File: config.mk
export PLATFORM = sky130hd
export DESIGN_NAME = isa16_step_ctrl
export DESIGN_NICKNAME = d
export VERILOG_FILES = /design/src/rtl/isa16_step_ctrl.sv
export SDC_FILE = /design/constraint.sdc
export NUM_CORES = 1
export LEC_CHECK = 0
export ABC_AREA = 1
export BUFFER_PORTS_ARGS = -buffer_cell sky130_fd_sc_hd__buf_2
export CORE_UTILIZATION = 40
export CTS_CLUSTER_SIZE = 8
export DETAILED_ROUTE_END_ITERATION = 16
export GPL_TIMING_DRIVEN = 0
export PLACE_DENSITY = 0.64
export SYNTH_ARGS = -nofsm -noshare
export SYNTH_HDL_FRONTEND = slang
export SYNTH_SLANG_ARGS = --single-unit
File: constraint.sdc
create_clock -name clk -period 4.4 [get_ports clk]
set_clock_uncertainty 0.1 [all_clocks]
set_input_delay 1.32 -clock clk [delete_from_list [all_inputs] [get_ports clk]]
set_output_delay 1.32 -clock clk [all_outputs]
set_load 0.05 [all_outputs]
File: src/rtl/isa16_step_ctrl.sv
// isa16_step_ctrl: turns the board step/mode keys into a one-cycle CPU clock
// enable on the free-running system clock. It supports single-step, free-run
// at a fixed rate, and a PC breakpoint. It also counts issued enables.
module isa16_step_ctrl #(
  parameter int PC_W            = 10,
  parameter int DEBOUNCE_CYCLES = 500000,
  parameter int RUN_DIV         = 5000000,
  parameter int CNT_W           = 16
) (
  input  logic             clk,
  input  logic             resetn,
  input  logic             key_step_n,
  input  logic             key_mode_n,
  input  logic             bp_en,
  input  logic [PC_W-1:0]  bp_addr,
  input  logic [PC_W-1:0]  pc,
  output logic             cpu_en,
  output logic             mode_run,
  output logic             bp_hit,
  output logic [CNT_W-1:0] step_count
);

  localparam int DB_W   = $clog2(DEBOUNCE_CYCLES + 1);
  localparam int RATE_W = $clog2(RUN_DIV);
  localparam logic [DB_W-1:0]   DB_LAST   = DB_W'(DEBOUNCE_CYCLES);
  localparam logic [RATE_W-1:0] RATE_LAST = RATE_W'(RUN_DIV - 1);
  localparam int KEY_STEP = 0;
  localparam int KEY_MODE = 1;

  typedef enum logic [1:0] {
    ST_STEP  = 2'd0,
    ST_RUN   = 2'd1,
    ST_BREAK = 2'd2
  } state_t;

  // Key path registers; bit 0 is the step key and bit 1 is the mode key.
  logic [1:0]      key_raw_s;
  logic [1:0]      sync1_r;
  logic [1:0]      sync2_r;
  logic [1:0]      deb_r;
  logic [1:0]      deb_d_r;
  logic [1:0]      press_r;
  logic [DB_W-1:0] db_cnt_r [2];

  // Execution control state
  state_t            state_r;
  logic [RATE_W-1:0] rate_cnt_r;
  logic              armed_r;
  logic              cpu_en_r;
  logic              mode_run_r;
  logic              bp_hit_r;
  logic [CNT_W-1:0]  step_count_r;

  logic step_ev_s;
  logic mode_ev_s;
  logic bp_trap_s;

  assign key_raw_s = {key_mode_n, key_step_n};
  assign step_ev_s = press_r[KEY_STEP];
  assign mode_ev_s = press_r[KEY_MODE];
  // The CPU updates pc one cycle after each pulse, so by the time the rate
  // counter wraps again the compare sees the settled address.
  assign bp_trap_s = bp_en & armed_r & (pc == bp_addr);

  // Synchronise and debounce both keys, then emit one pulse per accepted press
  always_ff @(posedge clk or negedge resetn) begin
    if (!resetn) begin
      sync1_r <= 2'b11;
      sync2_r <= 2'b11;
      deb_r   <= 2'b11;
      deb_d_r <= 2'b11;
      press_r <= 2'b00;
      for (int k = 0; k < 2; k++) begin
        db_cnt_r[k] <= {DB_W{1'b0}};
      end
    end else begin
      sync1_r <= key_raw_s;
      sync2_r <= sync1_r;
      deb_d_r <= deb_r;
      // Only a debounced 1->0 transition counts as a press.
      press_r <= deb_d_r & ~deb_r;
      for (int k = 0; k < 2; k++) begin
        if (db_cnt_r[k] == DB_LAST) begin
          // The level differed for the full window, so accept it.
          deb_r[k]    <= ~deb_r[k];
          db_cnt_r[k] <= {DB_W{1'b0}};
        end else if (sync2_r[k] != deb_r[k]) begin
          db_cnt_r[k] <= db_cnt_r[k] + DB_W'(1);
        end else begin
          db_cnt_r[k] <= {DB_W{1'b0}};
        end
      end
    end
  end

  // Mode FSM, rate divider, breakpoint arming and the registered outputs
  always_ff @(posedge clk or negedge resetn) begin
    if (!resetn) begin
      state_r      <= ST_STEP;
      rate_cnt_r   <= {RATE_W{1'b0}};
      armed_r      <= 1'b1;
      cpu_en_r     <= 1'b0;
      mode_run_r   <= 1'b0;
      bp_hit_r     <= 1'b0;
      step_count_r <= {CNT_W{1'b0}};
    end else begin
      cpu_en_r <= 1'b0;
      // The count advances on the same edge that the CPU consumes the enable.
      if (cpu_en_r) begin
        step_count_r <= step_count_r + CNT_W'(1);
      end
      case (state_r)
        ST_STEP: begin
          // When both keys fire together, the mode key wins.
          if (mode_ev_s) begin
            state_r    <= ST_RUN;
            rate_cnt_r <= {RATE_W{1'b0}};
            mode_run_r <= 1'b1;
            bp_hit_r   <= 1'b0;
          end else if (step_ev_s) begin
            cpu_en_r <= 1'b1;
            armed_r  <= 1'b1;
          end
        end
        ST_RUN: begin
          if (mode_ev_s) begin
            state_r    <= ST_STEP;
            rate_cnt_r <= {RATE_W{1'b0}};
            mode_run_r <= 1'b0;
          end else if (rate_cnt_r == RATE_LAST) begin
            rate_cnt_r <= {RATE_W{1'b0}};
            if (bp_trap_s) begin
              // Disarm so that resuming executes the breakpoint instruction once.
              state_r    <= ST_BREAK;
              armed_r    <= 1'b0;
              mode_run_r <= 1'b0;
              bp_hit_r   <= 1'b1;
            end else begin
              cpu_en_r <= 1'b1;
              armed_r  <= 1'b1;
            end
          end else begin
            rate_cnt_r <= rate_cnt_r + RATE_W'(1);
          end
        end
        ST_BREAK: begin
          if (mode_ev_s) begin
            state_r    <= ST_RUN;
            rate_cnt_r <= {RATE_W{1'b0}};
            mode_run_r <= 1'b1;
            bp_hit_r   <= 1'b0;
          end else if (step_ev_s) begin
            state_r  <= ST_STEP;
            cpu_en_r <= 1'b1;
            armed_r  <= 1'b1;
            bp_hit_r <= 1'b0;
          end
        end
        default: begin
          state_r    <= ST_STEP;
          rate_cnt_r <= {RATE_W{1'b0}};
          mode_run_r <= 1'b0;
          bp_hit_r   <= 1'b0;
        end
      endcase
    end
  end

  assign cpu_en     = cpu_en_r;
  assign mode_run   = mode_run_r;
  assign bp_hit     = bp_hit_r;
  assign step_count = step_count_r;

endmodule

Word level (Yosys, flattened, before mapping)
Cells that the tools add are included.

storage, ports and cells
  input port bits = 25
  flip-flop bits (word level) = 93
  output and inout port bits = 19
  word-level logic and storage cells = 88

operators by class
  add/subtract/negate cells = 4
  equal/unequal tests = 18
  bitwise logic cells = 6
  reductions and logical operators = 7
  muxes and demuxes = 38

operator list
  operator                                                                 count
  19-bit two-way mux                                                       4
  23-bit two-way mux                                                       3
  23-bit one-hot mux with 2 select lines                                   1
  19-bit by 1-bit adder with 19-bit output, second input constant          2
  19-bit == test, second input constant                                    2
  23-bit by 1-bit adder with 23-bit output, second input constant          1
  23-bit == test, second input constant                                    1
  1-bit two-way mux                                                        19
  16-bit by 1-bit adder with 16-bit output, second input constant          1
  2-bit two-way mux                                                        6
  10-bit == test                                                           1
  2-bit inequality test, second input constant                             5
  5-bit AND reduction                                                      2
  3-bit inequality test, second input constant                             3
  1-bit one-hot mux with 2 select lines                                    3
  2-bit one-hot mux with 3 select lines                                    1
  2-bit by 1-bit inequality test with 1-bit output, second input constant  2
  4-bit AND reduction                                                      1
  1-bit one-hot mux with 3 select lines                                    1
  3-bit AND reduction                                                      1
  1-bit bitwise AND                                                        2
  2-bit bitwise AND                                                        1
  2-bit by 1-bit == test with 1-bit output, second input constant          1
  2-bit == test, second input constant                                     1
  other kinds (6)                                                          8

Logic depth before layout (Yosys ltp)
Gate-level depths: netlist of the first run.

  depth after elaboration = 6
  gate-level depth with buffers = 11
  mapped depth without buffers = 11

Worst setup path after synthesis of the first run
No wires, ideal clock.

  path type = input to register
  start = input bp_addr[9]
  end = register mode_run_r, in the netlist mode_run
  cell stages on the path = 10
  path slack = 2232 ps
  arrival = 1949 ps
  setup time = 119 ps
  cell sequence = inv_1 -> nor2_1 -> nor2_1 -> nand3_1 -> nor2_1 -> nand2_1 -> nand2_1 -> nand2_1 -> nand2_1 -> nand2_1

between the ends
  word-level cells in the longest chain between the ends = 4

RTL lines
  item                                    line  RTL
  start: declaration                      15    input logic [PC_W-1:0] bp_addr,
  10-bit == test                          63    assign bp_trap_s = bp_en & armed_r & (pc == bp_addr);
  1-bit bitwise AND                       63
  3-bit inequality test (no source line)  n/a
  3-bit AND reduction (no source line)    n/a
  end signal: assignment                  103   mode_run_r <= 1'b0;
  end signal: assignment                  118   mode_run_r <= 1'b1;
  end signal: assignment                  129   mode_run_r <= 1'b0;
  end: declaration                        50    logic mode_run_r;

Every way passes these cells.
A chain may end at the register's enable or synchronous reset.

Worst setup path in the final report of the first run
  start = register cpu_en_r, in the netlist cpu_en
  end = output cpu_en

RTL lines
  item                      line  RTL
  start: declaration        49    logic cpu_en_r;
  start signal: assignment  102   cpu_en_r <= 1'b0;
  start signal: assignment  107   cpu_en_r <= 1'b0;
  start signal: assignment  121   cpu_en_r <= 1'b1;
  end: declaration          17    output logic cpu_en,

No word-level cell between the ends.

==> impl_summary.md, run 1 <==
Power and ir drop
For this design the ratio of total power to cell area is 315 nW/µm². The maximum vdd drop is 0.182 mV. The leakage power of the design is 0.00282 µW. Power comes to 1830 µW.

Setup path
Counting both buffers and inverters, the worst setup path holds a total of 1. The startpoint type of the worst setup path is a flop. The data required time at the worst endpoint is 2.98 ns. The critical path is of the reg2out type.

Of all nets on the critical path, the largest fanout is 7. The element type at the critical path end is an output port. The signal on the critical path passes through buf_2. The arrival time of the worst setup path is approximately 1.1 ns.

The maximum cell stage delay along the critical path is around 0.48 ns. The standard cell with the maximum stage delay on the critical path is sky130_fd_sc_hd__dfrtp_1. Broken down by cell family, the worst path's largest delay share belongs to flip-flops.

Synthesis
The fraction of the mapped netlist area in compound gates is 0.0529. The post-synthesis simple-gate area fraction is 0.337. The post-synthesis area per instance is 7.84 µm². sky130_fd_sc_hd__dfrtp_1 takes more of the synthesized area than any other cell.

For this run, the register share of the synthesized area comes to 0.466. Counting flops with a built-in enable in the synthesized netlist gives 0. The net count after synthesis is roughly 670. The post-synthesis register bit count is 93. The cell with the most instances after synthesis is sky130_fd_sc_hd__nand2_1. After synthesis, the share of flip-flops with an asynchronous set or reset is 1.00. The yosys synthesis warning count is 0. By area, the combinational part of the netlist is dominated by simple AND/OR/NAND/NOR gates. The commonest cells after synthesis are sky130_fd_sc_hd__nand2_1, sky130_fd_sc_hd__inv_1, sky130_fd_sc_hd__dfrtp_1, sky130_fd_sc_hd__nor2_1. The synthesized netlist contains 38 unique library cells.

The proportion of netlist area held by the largest area contributor is 0.419. Among all flip-flop cells after synthesis, the most frequent one is sky130_fd_sc_hd__dfrtp_1. The fraction of the mapped netlist area in adder cells is 0.0150. After synthesis, the cell types taking the most area are sky130_fd_sc_hd__dfrtp_1, sky130_fd_sc_hd__nand2_1, sky130_fd_sc_hd__inv_1, sky130_fd_sc_hd__nor2_1, sky130_fd_sc_hd__dfstp_2. After synthesis, the share of cell area in mux cells is 0. The cell count after synthesis came out at 640. Of the total synthesized cell area, the portion taken by XOR and XNOR cells is 0.0541.

After synthesis the cells add up to 5010 µm².

Detailed routing
The DRC violation total after the first TritonRoute iteration is roughly 250. The routed wire length per instance is 11.6 µm. Wires add up to 10100 µm. The number of remaining DRC errors is 0. The number of antenna-violating nets in the routed design is 0.

The iteration count of the initial detailed-routing pass is 4. The count of vias placed by the detailed router is 4169. Dividing the detail-routed via count by the number of cells gives 4.80.

Cells and area
The repair_antennas step left the layout with diodes totalling 0. Of the cells placed in the final design, the portion with a size suffix greater than 1 is 0.157. At the end of the flow, the number of nets in the layout was just over 700. At the end of the flow the core is filled with cells to 0.481.

The post-route cell area is 5820 µm². The relative area change from synthesis to final layout is 16.1%.

Die
The floorplan has 40 rows. The region available for standard cell placement spans 12100 µm². The floorplan step set the die height to 114 µm. The number of top-level pins is 44. The die covers 13000 µm².

The effective utilization at floorplan is 0.414. The die is 114 µm wide.

STA
Across all setup checks in the final design, the least slack found is 1.84 ns. The final number of max-transition violations is 0. In the finished design, the share of the clock period the worst path needs comes to 0.581. The final count of hold timing violations is 0.

Setup repair after global routing left no endpoint under its margin. The achievable frequency is approximately 0.4 GHz. The worst slew margin relative to its limit is 0.589. The transition time of the tightest slew-check pin is 0.617 ns.

The setup TNS is 0 ns. The clock period could shrink to 2.56 ns. Setup violations remaining at the end of the flow were counted as 0.

Clock network
The H-tree generated during clock tree synthesis spans 3 levels. After clock tree synthesis, the clock-pin slew on the worst setup and hold paths is approximately 0.06 ns. The number of buffers added by the clock tree synthesis step is 9. Buffers added to address setup during post-CTS repair amount to 0. The cell at the root of the clock tree is sky130_fd_sc_hd__clkbuf_16. The clock net in this run drives a total of 93 sinks. At the later pin of the worst-skew pair, clock insertion delay measures 0.33 ns. After clock tree synthesis, the flow added hold-fix buffers numbering 0.

The quantity of gates resized following cts is 0. The number of buffers on the longest clock path is 2. The CTS tree is done.

Place
During placement, the flow inserted port buffers numbering 43. The pre-CTS setup slack is a little over 2 ns. The placed standard-cell area is 5470 µm². The congestion estimate from routability-driven global placement came to 0.879. The half-perimeter wire length of the detailed placement result is 7550 µm.

Global routing
The number of global-route vias before repair is 4097. The pin count of the biggest net entering global routing is 50. The number of antenna violations at the first check in global routing is 0.

The global-route congestion overflow total is 0. In the global route stage, overall resource usage came out at 0.172. The first global-routing pass estimated 18100 µm of wire.

Run status
The flow ran to the end, and the final reports show no timing, DRC or antenna violations.

Hold path
The worst hold path belongs to the class reg2reg.

Job
Across the run, the number of max-cap violations was 0.
## sequential cells by signal (all words and copies together), names as in the netlist
register	flops
deb_r	2
press_r	2
sync1_r	2
armed_r	1
rate_cnt_r	23
step_count	16
deb_d_r	2
cpu_en	1
mode_run	1
db_cnt_r	38
state_r	2
bp_hit	1
sync2_r	2
## metrics by stage
stage          cells  hold slack [ns]
4_1_cts          868            0.256
6_report         868            0.255
5_1_grt          868            0.264
2_1_floorplan    640            0.245
3_3_place_gp     851            0.247
3_5_place_dp     852            0.247
## metal layers
layer | vias up | global-route usage | share of wire
met4 | 0 | 0.0554 | 0.017
met3 | 13 | 0.0367 | 0.026
li1 | 2137 | - | -
met2 | 51 | 0.295 | 0.49
met1 | 1968 | 0.217 | 0.47
met5 | - | 0 | 0
## report_power, final
part	internal (µW)	switching, µW
Sequential	863	4.86
Clock	586	314
Combinational	23.1	42.3
Total	1470	361
## path summary, 6_finish.rpt
check,depth (start not counted),slack [ns],start,end
max reg2reg,9,2.56,db_cnt_r[19]$_DFF_PN0_,db_cnt_r[37]$_DFF_PN0_
min,0,0.25,sync1_r[0]$_DFF_PN1_,sync2_r[0]$_DFF_PN1_
min in group asynchronous,1,0.89,resetn,rate_cnt_r[20]$_DFFE_PN0N_
max in group asynchronous,2,2.60,resetn,deb_r[1]$_DFFE_PN1N_
max,1,1.84,cpu_en$_DFF_PN0_,cpu_en
min reg2reg,0,0.25,sync1_r[0]$_DFF_PN1_,sync2_r[0]$_DFF_PN1_
## worst reg2reg max path, stage by stage, from the launching register on
cell	delay [ns]
sky130_fd_sc_hd__dfrtp_1	0.40
sky130_fd_sc_hd__inv_1	0.09
sky130_fd_sc_hd__ha_1	0.14
sky130_fd_sc_hd__inv_1	0.03
sky130_fd_sc_hd__nor3_1	0.16
sky130_fd_sc_hd__nand3_1	0.14
sky130_fd_sc_hd__nand2_1	0.18
sky130_fd_sc_hd__clkinv_1	0.27
sky130_fd_sc_hd__nand2_1	0.16
sky130_fd_sc_hd__nor2_1	0.05
## kinds of logic after synthesis
kind of cell               count (synthesis)
and+or+nand+nor                          363
buffers and inverters                     99
xor gates and xnor gates                  31
AOI/OAI and AO/OA                         48
DFF                                       93
adders and majority gates                  6
## cells in the final DEF, fill, tap and decap left out, types with 4 or more instances in the layout
cell,synthesis,final
sky130_fd_sc_hd__nand2_1,167,167
sky130_fd_sc_hd__inv_1,90,90
sky130_fd_sc_hd__dfrtp_1,84,84
sky130_fd_sc_hd__nor2_1,74,74
sky130_fd_sc_hd__buf_2,1,43
sky130_fd_sc_hd__nand3_1,27,27
sky130_fd_sc_hd__nor3_1,27,27
sky130_fd_sc_hd__xor2_1,23,23
sky130_fd_sc_hd__nand4_1,21,21
sky130_fd_sc_hd__a21oi_1,15,15
sky130_fd_sc_hd__o21ai_0,13,13
sky130_fd_sc_hd__o21ai_1,11,11
sky130_fd_sc_hd__nor2_2,10,10
sky130_fd_sc_hd__dfstp_2,9,9
sky130_fd_sc_hd__clkbuf_16,0,9
sky130_fd_sc_hd__xnor2_1,8,8
sky130_fd_sc_hd__nand2_2,7,7
sky130_fd_sc_hd__nor2_4,6,6
sky130_fd_sc_hd__ha_1,6,6
sky130_fd_sc_hd__nor3b_1,5,5
sky130_fd_sc_hd__inv_2,5,5
sky130_fd_sc_hd__nor3_2,4,4
## final cells by class
type | instances | area [µm²]
Fill cell | 1214 | 6290
Sequential cell | 93 | 2340
Multi-Input combinational cell | 448 | 2300
Inverter | 97 | 365
Clock buffer | 12 | 256
Timing Repair Buffer | 44 | 245
Tap cell | 168 | 210
Clock inverter | 4 | 95.1
Buffer | 2 | 8.76
Power figures use the tool's default switching activity.
==> inputs of run 2 (changes only) <==
ABC_AREA = 0   (was 1)
PLACE_DENSITY = 0.65   (was 0.64)
clock period = 2.36 ns   (was 4.4 ns; I/O delays follow)
==> impl_summary.md, run 2 <==
Run status
The flow ran to the end, and the final reports show no timing, DRC or antenna violations.

Setup path
The worst reg2reg path depth came to 7 (-2). The arrival time of the worst setup path was 2.25 ns (+1.11 ns). In this run the critical register-to-register path is captured at db_cnt_r[10]$_DFF_PN0_.

The startpoint type of the worst setup path is a flop. The slowest stage of the critical path belongs to the cell sky130_fd_sc_hd__dfrtp_1. The setup slack on the worst flop-to-flop path is 0.24 ns (-2.32 ns). The maximum cell stage delay along the critical path is 0.41 ns (-0.07 ns). STA classifies the critical path endpoint as a flop.

Walking the worst path, the cells encountered are nor4b_1, nand4b_1, nor3_1, nand2b_1, buf_2, buf_2, nor2_1. The data required time at the worst endpoint was 2.49 ns (-0.49 ns). The classification of the worst setup path is reg2reg. The worst register-to-register path begins at db_cnt_r[10]$_DFF_PN0_. The critical-path maximum fanout is 10 (+3). The most numerous cell on the critical path is sky130_fd_sc_hd__buf_2.

STA
Setup repair after global routing left no endpoint under its margin. The achievable frequency is 0.472 GHz. The minimum clock period after layout is 2.12 ns.

The final critical-path setup slack is 0.241 ns (-1.60 ns). The transition time of the tightest slew-check pin is 0.483 ns (-0.134 ns). The worst slew margin relative to its limit is 0.678 (+0.0892).

The total setup violations reported at the end of the flow is 0 (unchanged). The final period utilization is 0.898. The final number of max-transition violations is 0 (unchanged). The final count of hold timing violations is 0 (unchanged).

Clock network
The clock latency of the later-clocked register in the worst-skew pair is 0.34 ns (about the same). The number of buffers added by the clock tree synthesis step is 9 (unchanged). The quantity of gates resized following cts is 0 (unchanged). The clock-pin slew on the worst setup and hold paths is 0.06 ns (about the same). The CTS tree is done.

The number of clock sinks is 93 (unchanged). The number of buffers on the longest clock path was 2 (unchanged). The setup fix buffers added after clock tree synthesis is 0 (unchanged). The tree is rooted in a sky130_fd_sc_hd__clkbuf_16. The total of hold buffers inserted after clock tree synthesis is 0 (unchanged). The number of H-tree levels came to 3 (unchanged).

Detailed routing
The routed wire length per instance is 13.5 µm (+17%). The final wirelength is 8860 µm (-12%). The iteration count of the initial detailed-routing pass is 5 (+1). The via density per instance is 5.21 (+8.5%).

The count of vias placed by the detailed router came to 3409 (-18%). The number of antenna-violating nets in the routed design is 0 (unchanged). The number of remaining DRC errors is 0 (unchanged).

The DRC violation total after the first TritonRoute iteration is 90 (-64%).

Place
The quantity of I/O buffers inserted on ports came to 43 (unchanged). The placed standard-cell area is 5040 µm² (-7.8%). The half-perimeter wire length of the detailed placement result came to 6340 µm (-16%). The placer's final routability congestion estimate is 0.848 (-3.6%).

The number of placed instances with taps included is 638 (-25%). The pre-CTS setup slack is 0.129 ns (-1.89 ns).

Cells and area
The footprint of the flip-flops and latches is 2340 µm² (unchanged). The final cell count without fillers came to 654 (-25%). The number of filler instances in the final layout was 1015 (-16%). In the layout the commonest cells are sky130_fd_sc_hd__dfrtp_1, sky130_fd_sc_hd__nor2_1, sky130_fd_sc_hd__buf_2, sky130_fd_sc_hd__xor2_1, sky130_fd_sc_hd__xnor2_1. The multi-input gate area in the final layout is 2180 µm² (-5.4%). The post-route cell area is 5340 µm² (-8.4%). The commonest non-fill, non-tap cell in the layout is sky130_fd_sc_hd__dfrtp_1. The fraction of final layout cells with drive strength greater than 1 came to 0.187 (+0.0296). The relative area change from synthesis to final layout is 15.4%.

The register with the most flip-flops is db_cnt_r. The net total in the final layout is 540 (-26%). The count of antenna diodes in the layout is 0 (unchanged).

The flip-flop count of the largest register after layout is 38 (unchanged).

Global routing
The first-pass GRT wire length was 15500 µm (-15%). The number of global-route vias before repair is 3286 (-20%). The met3 track utilization from global routing is 0.0456 (+0.00898). The pin count of the biggest net entering global routing is 58 (+16%). The global router's overall resource usage is 0.167 (-0.00571). The global-route track usage on met2 is 0.270 (-0.0250). The global-route congestion overflow total is 0 (unchanged).

The number of antenna violations at the first check in global routing is 0 (unchanged). The layer with the highest usage after global routing is met2. The met1 track demand over resource in global routing is 0.211 (-0.00607).

Synthesis
The net count after synthesis is 485 (-28%). The proportion of netlist area held by the largest area contributor is 0.455 (+0.0354). The number of enable-type register cells in the synthesized netlist is 0 (unchanged). The combined area of all synthesized cells was 4620 µm² (-7.8%). The async set or reset register ratio after synthesis came to 1.00 (unchanged). The sequential area share after synthesis is 0.506 (+0.0394). The post-synthesis register bit count was 93 (unchanged). Yosys instantiated no cell more often than sky130_fd_sc_hd__dfrtp_1. The post-synthesis area per instance was 10.2 µm² (+30%). The yosys synthesis warning count is 0 (unchanged). After synthesis, the cell types taking the most area are sky130_fd_sc_hd__dfrtp_1, sky130_fd_sc_hd__xor2_1, sky130_fd_sc_hd__xnor2_1, sky130_fd_sc_hd__nor2_1, sky130_fd_sc_hd__dfstp_2. The largest total area in the synthesized netlist belongs to sky130_fd_sc_hd__dfrtp_1. Ranked by instance count, the synthesized netlist is headed by sky130_fd_sc_hd__dfrtp_1, sky130_fd_sc_hd__nor2_1, sky130_fd_sc_hd__xor2_1, sky130_fd_sc_hd__xnor2_1, sky130_fd_sc_hd__nand2_1. In the synthesized netlist the dominant register cell turns out to be sky130_fd_sc_hd__dfrtp_1. The cell count after synthesis is 454 (-29%). The distinct cell type count after synthesis is 55 (+45%).

Power and ir drop
The leakage power of the design is 0.00234 µW (-17%). The maximum vdd drop is 0.405 mV (+120%). The power per standard cell area is 586 nW/µm² (+86%).

Die
The placeable core area is 11000 µm² (-8.9%). The overall die area came to 12000 µm² (-7.7%). The vertical die dimension is 110 µm (-3.9%). The die width came to 110 µm (-3.9%). The number of top-level pins is 44 (unchanged). The site row count was 38 (-5.0%). The effective utilization at floorplan is 0.419 (+0.00519).

Job
The number of maximum-capacitance violations was 0 (unchanged).

Hold path
The min-delay analysis places its worst path in the category in2async.
run 2: changes by cell type after synthesis, sizes merged, moves of 7 or more:
cell | before | now
nor3 | 32 | 15
nor4 | 2 | 10
xnor2 | 8 | 36
nand2 | 175 | 33
nor2 | 90 | 73
inv | 95 | 13
nor3b | 7 | 0
o21ai | 24 | 7
xor2 | 23 | 38
run 2: cell type report:
class	count	share of cell area
Multi-Input combinational cell	337	0.408
Timing Repair Buffer	44	0.0460
Tap cell	140	0.0328
Clock inverter	4	0.00938
Sequential cell	93	0.438
Buffer	11	0.0120
Clock buffer	12	0.0443
Inverter	13	0.00915
run 2: routing by layer:
metal	share of wire	up-vias
li1	-	1684
met1	0.47	1637
met2	0.47	77
met3	0.047	11
met4	0.016	0
met5	0	-
run 2: per-stage QoR:
step | power, µW | utilization | TNS [ns] | hold slack [ns]
2_1_floorplan | 1690 | - | 0 | 0.245
3_3_place_gp | 1760 | 0.455 | -30.63 | 0.246
3_5_place_dp | 1770 | 0.457 | 0 | 0.247
4_1_cts | 3180 | 0.483 | 0 | 0.235
5_1_grt | 3260 | 0.484 | 0 | 0.247
6_report | 3130 | 0.484 | 0 | 0.220
run 2: how the worst max path moves through the flow:
| stage | from | to | slack [ns] | cells past startpoint |
|---|---|---|---|---|
| 2_1_floorplan | cpu_en$_DFF_PN0_ | step_count[15]$_DFFE_PN0P_ | 0.37 | 5 |
| 3_3_place_gp | resetn | rate_cnt_r[22]$_DFFE_PN0N_ | -0.37 | 1 |
| 3_5_place_dp | bp_addr[9] | state_r[0]$_DFFE_PN0P_ | 0.13 | 6 |
| 4_1_cts | rate_cnt_r[0]$_DFFE_PN0N_ | rate_cnt_r[9]$_DFFE_PN0N_ | 0.14 | 7 |
| 5_1_grt | db_cnt_r[29]$_DFF_PN0_ | db_cnt_r[30]$_DFF_PN0_ | 0.05 | 7 |
| 6_report | db_cnt_r[10]$_DFF_PN0_ | db_cnt_r[10]$_DFF_PN0_ | 0.24 | 7 |
run 2: cell families (layout without fill, tap and decap cells):
| logic type | after synthesis | after routing | share of synthesized area |
|---|---|---|---|
| mux | 3 | 3 | 0.00676 |
| simple gates | 223 | 223 | 0.262 |
| xor+xnor | 74 | 74 | 0.140 |
| fa+ha+maj | 6 | 6 | 0.0162 |
| compound gates | 31 | 31 | 0.0449 |
| flops | 93 | 93 | 0.506 |
| buf+inv | 24 | 84 | 0.0244 |
run 2: worst max-delay path, delay by kind of cell, from the launching register on:
family | cells | cell delay [ns]
DFF | 1 | 0.41
buffers and inverters | 2 | 0.45
and+or+nand+nor | 5 | 1.04
run 2: where the power goes:
group	switching, µW	total, µW	internal (µW)
sequential	13.9	1620	1610
clock	575	1390	819
combinational	66.6	109	42.5
total	656	3130	2470
==> inputs of run 3 (changes only) <==
CELL_PAD_IN_SITES_DETAIL_PLACEMENT = 0   (was not set)
CELL_PAD_IN_SITES_GLOBAL_PLACEMENT = 1   (was not set)
GPL_ROUTABILITY_DRIVEN = 0   (was not set)
MAX_ROUTING_LAYER = met4   (was not set)
PLACE_DENSITY = 0.77   (was 0.65)
==> impl_summary.md, run 3 (synthesis gave the netlist of run 2 again) <==
Detailed routing
The routed wire length per instance was 13.7 µm (+0.80%). The via density per instance is 5.15 (-1.1%). The number of remaining DRC errors is 0 (unchanged). The DRC violation total after the first TritonRoute iteration is 156 (+73%). The count of vias placed by the detailed router is 3371 (-1.1%).

The number of antenna-violating nets in the routed design is 0 (unchanged). The iteration count of the initial detailed-routing pass was 4 (-1). The final wirelength is 8930 µm (+0.80%).

Die
The vertical die dimension is 110 µm (unchanged). The placeable core area is 11000 µm² (unchanged). The number of top-level pins is 44 (unchanged).

The site row count is 38 (unchanged). The effective utilization at floorplan is 0.419 (unchanged). The overall die area is 12000 µm² (unchanged). The die width was 110 µm (unchanged).

Global routing
The number of antenna violations at the first check in global routing is 0 (unchanged). The first-pass GRT wire length is 15500 µm (+0.22%). The global router's overall resource usage is 0.171 (+0.00445). The number of global-route vias before repair is 3309 (+0.70%). The pin count of the biggest net entering global routing is 68 (+17%). The global-route congestion overflow total came to 0 (unchanged).

STA
The transition time of the tightest slew-check pin was 0.490 ns (+0.00696 ns). The final critical-path setup slack is 0.191 ns (-0.0504 ns). The final number of max-transition violations is 0 (unchanged).

Setup repair after global routing left no endpoint under its margin. The total setup violations reported at the end of the flow came to 0 (unchanged). The achievable frequency is 0.461 GHz (-2.3%). The setup TNS is 0 ns (unchanged).

The final count of hold timing violations is 0 (unchanged). The minimum clock period after layout is 2.17 ns (+0.0504 ns). The final period utilization is 0.919 (+0.0214). The worst slew margin relative to its limit is 0.671 (-0.00715).

The worst hold slack is 0.177 ns (-0.0432 ns).

Clock network
The clock-pin slew on the worst setup and hold paths is 0.06 ns (about the same). The number of buffers on the longest clock path came to 2 (unchanged). The quantity of gates resized following cts is 0 (unchanged). The total of hold buffers inserted after clock tree synthesis is 0 (unchanged). The number of H-tree levels is 3 (unchanged). The number of clock sinks is 93 (unchanged). The clock latency of the later-clocked register in the worst-skew pair came to 0.34 ns (about the same). The CTS tree is done. The number of buffers added by the clock tree synthesis step is 9 (unchanged). The cell at the root of the clock tree is sky130_fd_sc_hd__clkbuf_16. The setup fix buffers added after clock tree synthesis is 0 (unchanged).

Setup path
The standard cell with the maximum stage delay on the critical path is sky130_fd_sc_hd__dfrtp_1. The worst reg2reg path depth is 7 (unchanged). The setup slack on the worst flop-to-flop path was 0.19 ns (-0.05 ns). The element type at the critical path end is a flop. In this run the critical register-to-register path is captured at rate_cnt_r[9]$_DFFE_PN0N_.

The launching element of the worst setup path is rate_cnt_r[0]$_DFFE_PN0N_. The arrival time of the worst setup path is 2.29 ns (+0.04 ns). The startpoint type of the worst setup path is a flop. The maximum cell stage delay along the critical path is 0.42 ns (about the same).

The critical-path maximum fanout is 10 (unchanged). By startpoint and endpoint, the worst setup path is classified as reg2reg. The startpoint of the worst-slack reg-to-reg timing path is rate_cnt_r[0]$_DFFE_PN0N_. Walking the worst path, the cells encountered are ha_1, nand3_4, nor4_4, a21oi_1, o21bai_1, buf_2, nor2_1. The data required time at the worst endpoint came to 2.49 ns (about the same).

Power and ir drop
The register share of total power is 0.528 (+0.009). The power per standard cell area was 578 nW/µm² (-1.4%). The switching fraction of total power is 0.223 (+0.0132).

The fraction of power consumed by combinational cells is 0.036 (about the same). The leakage power of the design is 0.00234 µW (about the same). The cell internal power dissipation is 2390 µW (-3.3%). The switching component of the power is 685 µW (+4.5%). The maximum vdd drop came to 0.394 mV (-2.6%). The proportion of power drawn by the clock network is 0.437 (-0.009).

Cells and area
The count of antenna diodes in the layout is 0 (unchanged). The flip-flop count of the largest register after layout is 38 (unchanged). The fraction of final layout cells with drive strength greater than 1 is 0.191 (+0.00389). The utilization of the core after routing is 0.482 (-0.00136). The relative area change from synthesis to final layout is 15.0%. The net total in the final layout was 540 (unchanged).

The commonest non-fill, non-tap cell in the layout is sky130_fd_sc_hd__dfrtp_1. The register with the most flip-flops is db_cnt_r. Leaving out fill and tap cells, the most frequent cells in the layout are sky130_fd_sc_hd__dfrtp_1, sky130_fd_sc_hd__nor2_1, sky130_fd_sc_hd__buf_2, sky130_fd_sc_hd__xor2_1, sky130_fd_sc_hd__xnor2_1.

Place
The half-perimeter wire length of the detailed placement result is 6330 µm (about the same). The quantity of I/O buffers inserted on ports came to 43 (unchanged). The pre-CTS setup slack came to 0.203 ns (+0.0742 ns).

Job
The number of maximum-capacitance violations is 0 (unchanged).

Run status
The run finished with clean final reports.

Hold path
In this run the worst hold path is classified as in2async.
==> run 3: changes by cell type in the layout (fill, tap and decap cells not counted) <==
cell and delta:
sky130_fd_sc_hd__bufinv_16 -1, sky130_fd_sc_hd__clkbuf_1 -3, sky130_fd_sc_hd__clkbuf_8 +1, sky130_fd_sc_hd__clkinv_2 +3
sky130_fd_sc_hd__clkinvlp_4 -1, sky130_fd_sc_hd__inv_6 +1, sky130_fd_sc_hd__o21bai_1 +1, sky130_fd_sc_hd__o21bai_2 -1
==> run 3: cell type report <==
class | instances | area [µm²]
Sequential cell | 93 | 2340
Inverter | 13 | 48.8
Timing Repair Buffer | 44 | 245
Tap cell | 140 | 175
Multi-Input combinational cell | 337 | 2170
Clock buffer | 10 | 239
Fill cell | 1052 | 5710
Buffer | 11 | 63.8
Clock inverter | 6 | 36.3
==> run 3: layer usage <==
metal  wire length [µm]  vias to the layer above  global-route usage
met3                241                        7              0.0462
met4                100                        0              0.0457
met5                  0                        -                   -
li1                   -                     1675                   -
met2               4240                       39               0.267
met1               4350                     1650               0.220
==> run 3: worst max-delay path, delay by kind of cell (launching register included) <==
kind / cells / cell delay, ns
compound gates: 2 / 0.42
simple gates: 3 / 0.57
flops: 1 / 0.42
fa+ha+maj: 1 / 0.25
buf+inv: 1 / 0.28
==> run 3: metrics by stage <==
stage,instance area [µm²],cells,total power [µW]
2_1_floorplan,4620,454,1690
3_3_place_gp,5010,637,1760
3_5_place_dp,5040,638,1770
4_1_cts,5320,654,3130
5_1_grt,5320,654,3220
6_report,5320,654,3070
==> run 3: power groups by stage <==
stage,registers (µW),clock network [µW],logic [µW]
2_1_floorplan,1650,0,43.4
3_3_place_gp,1650,0,105
3_5_place_dp,1650,0,114
4_1_cts,1620,1400,115
5_1_grt,1620,1460,129
6_report,1620,1340,109
==> run 3: worst max path at each step <==
stage / slack [ns] / cells after the start / endpoint
final: 0.19 / 7 / rate_cnt_r[9]$_DFFE_PN0N_
after global routing: 0.05 / 7 / rate_cnt_r[22]$_DFFE_PN0N_
after floorplan: 0.37 / 5 / step_count[15]$_DFFE_PN0P_
after CTS: 0.18 / 7 / db_cnt_r[34]$_DFF_PN0_
after detailed placement: 0.20 / 7 / rate_cnt_r[12]$_DFFE_PN0N_
after global placement: -0.43 / 1 / rate_cnt_r[4]$_DFFE_PN0N_
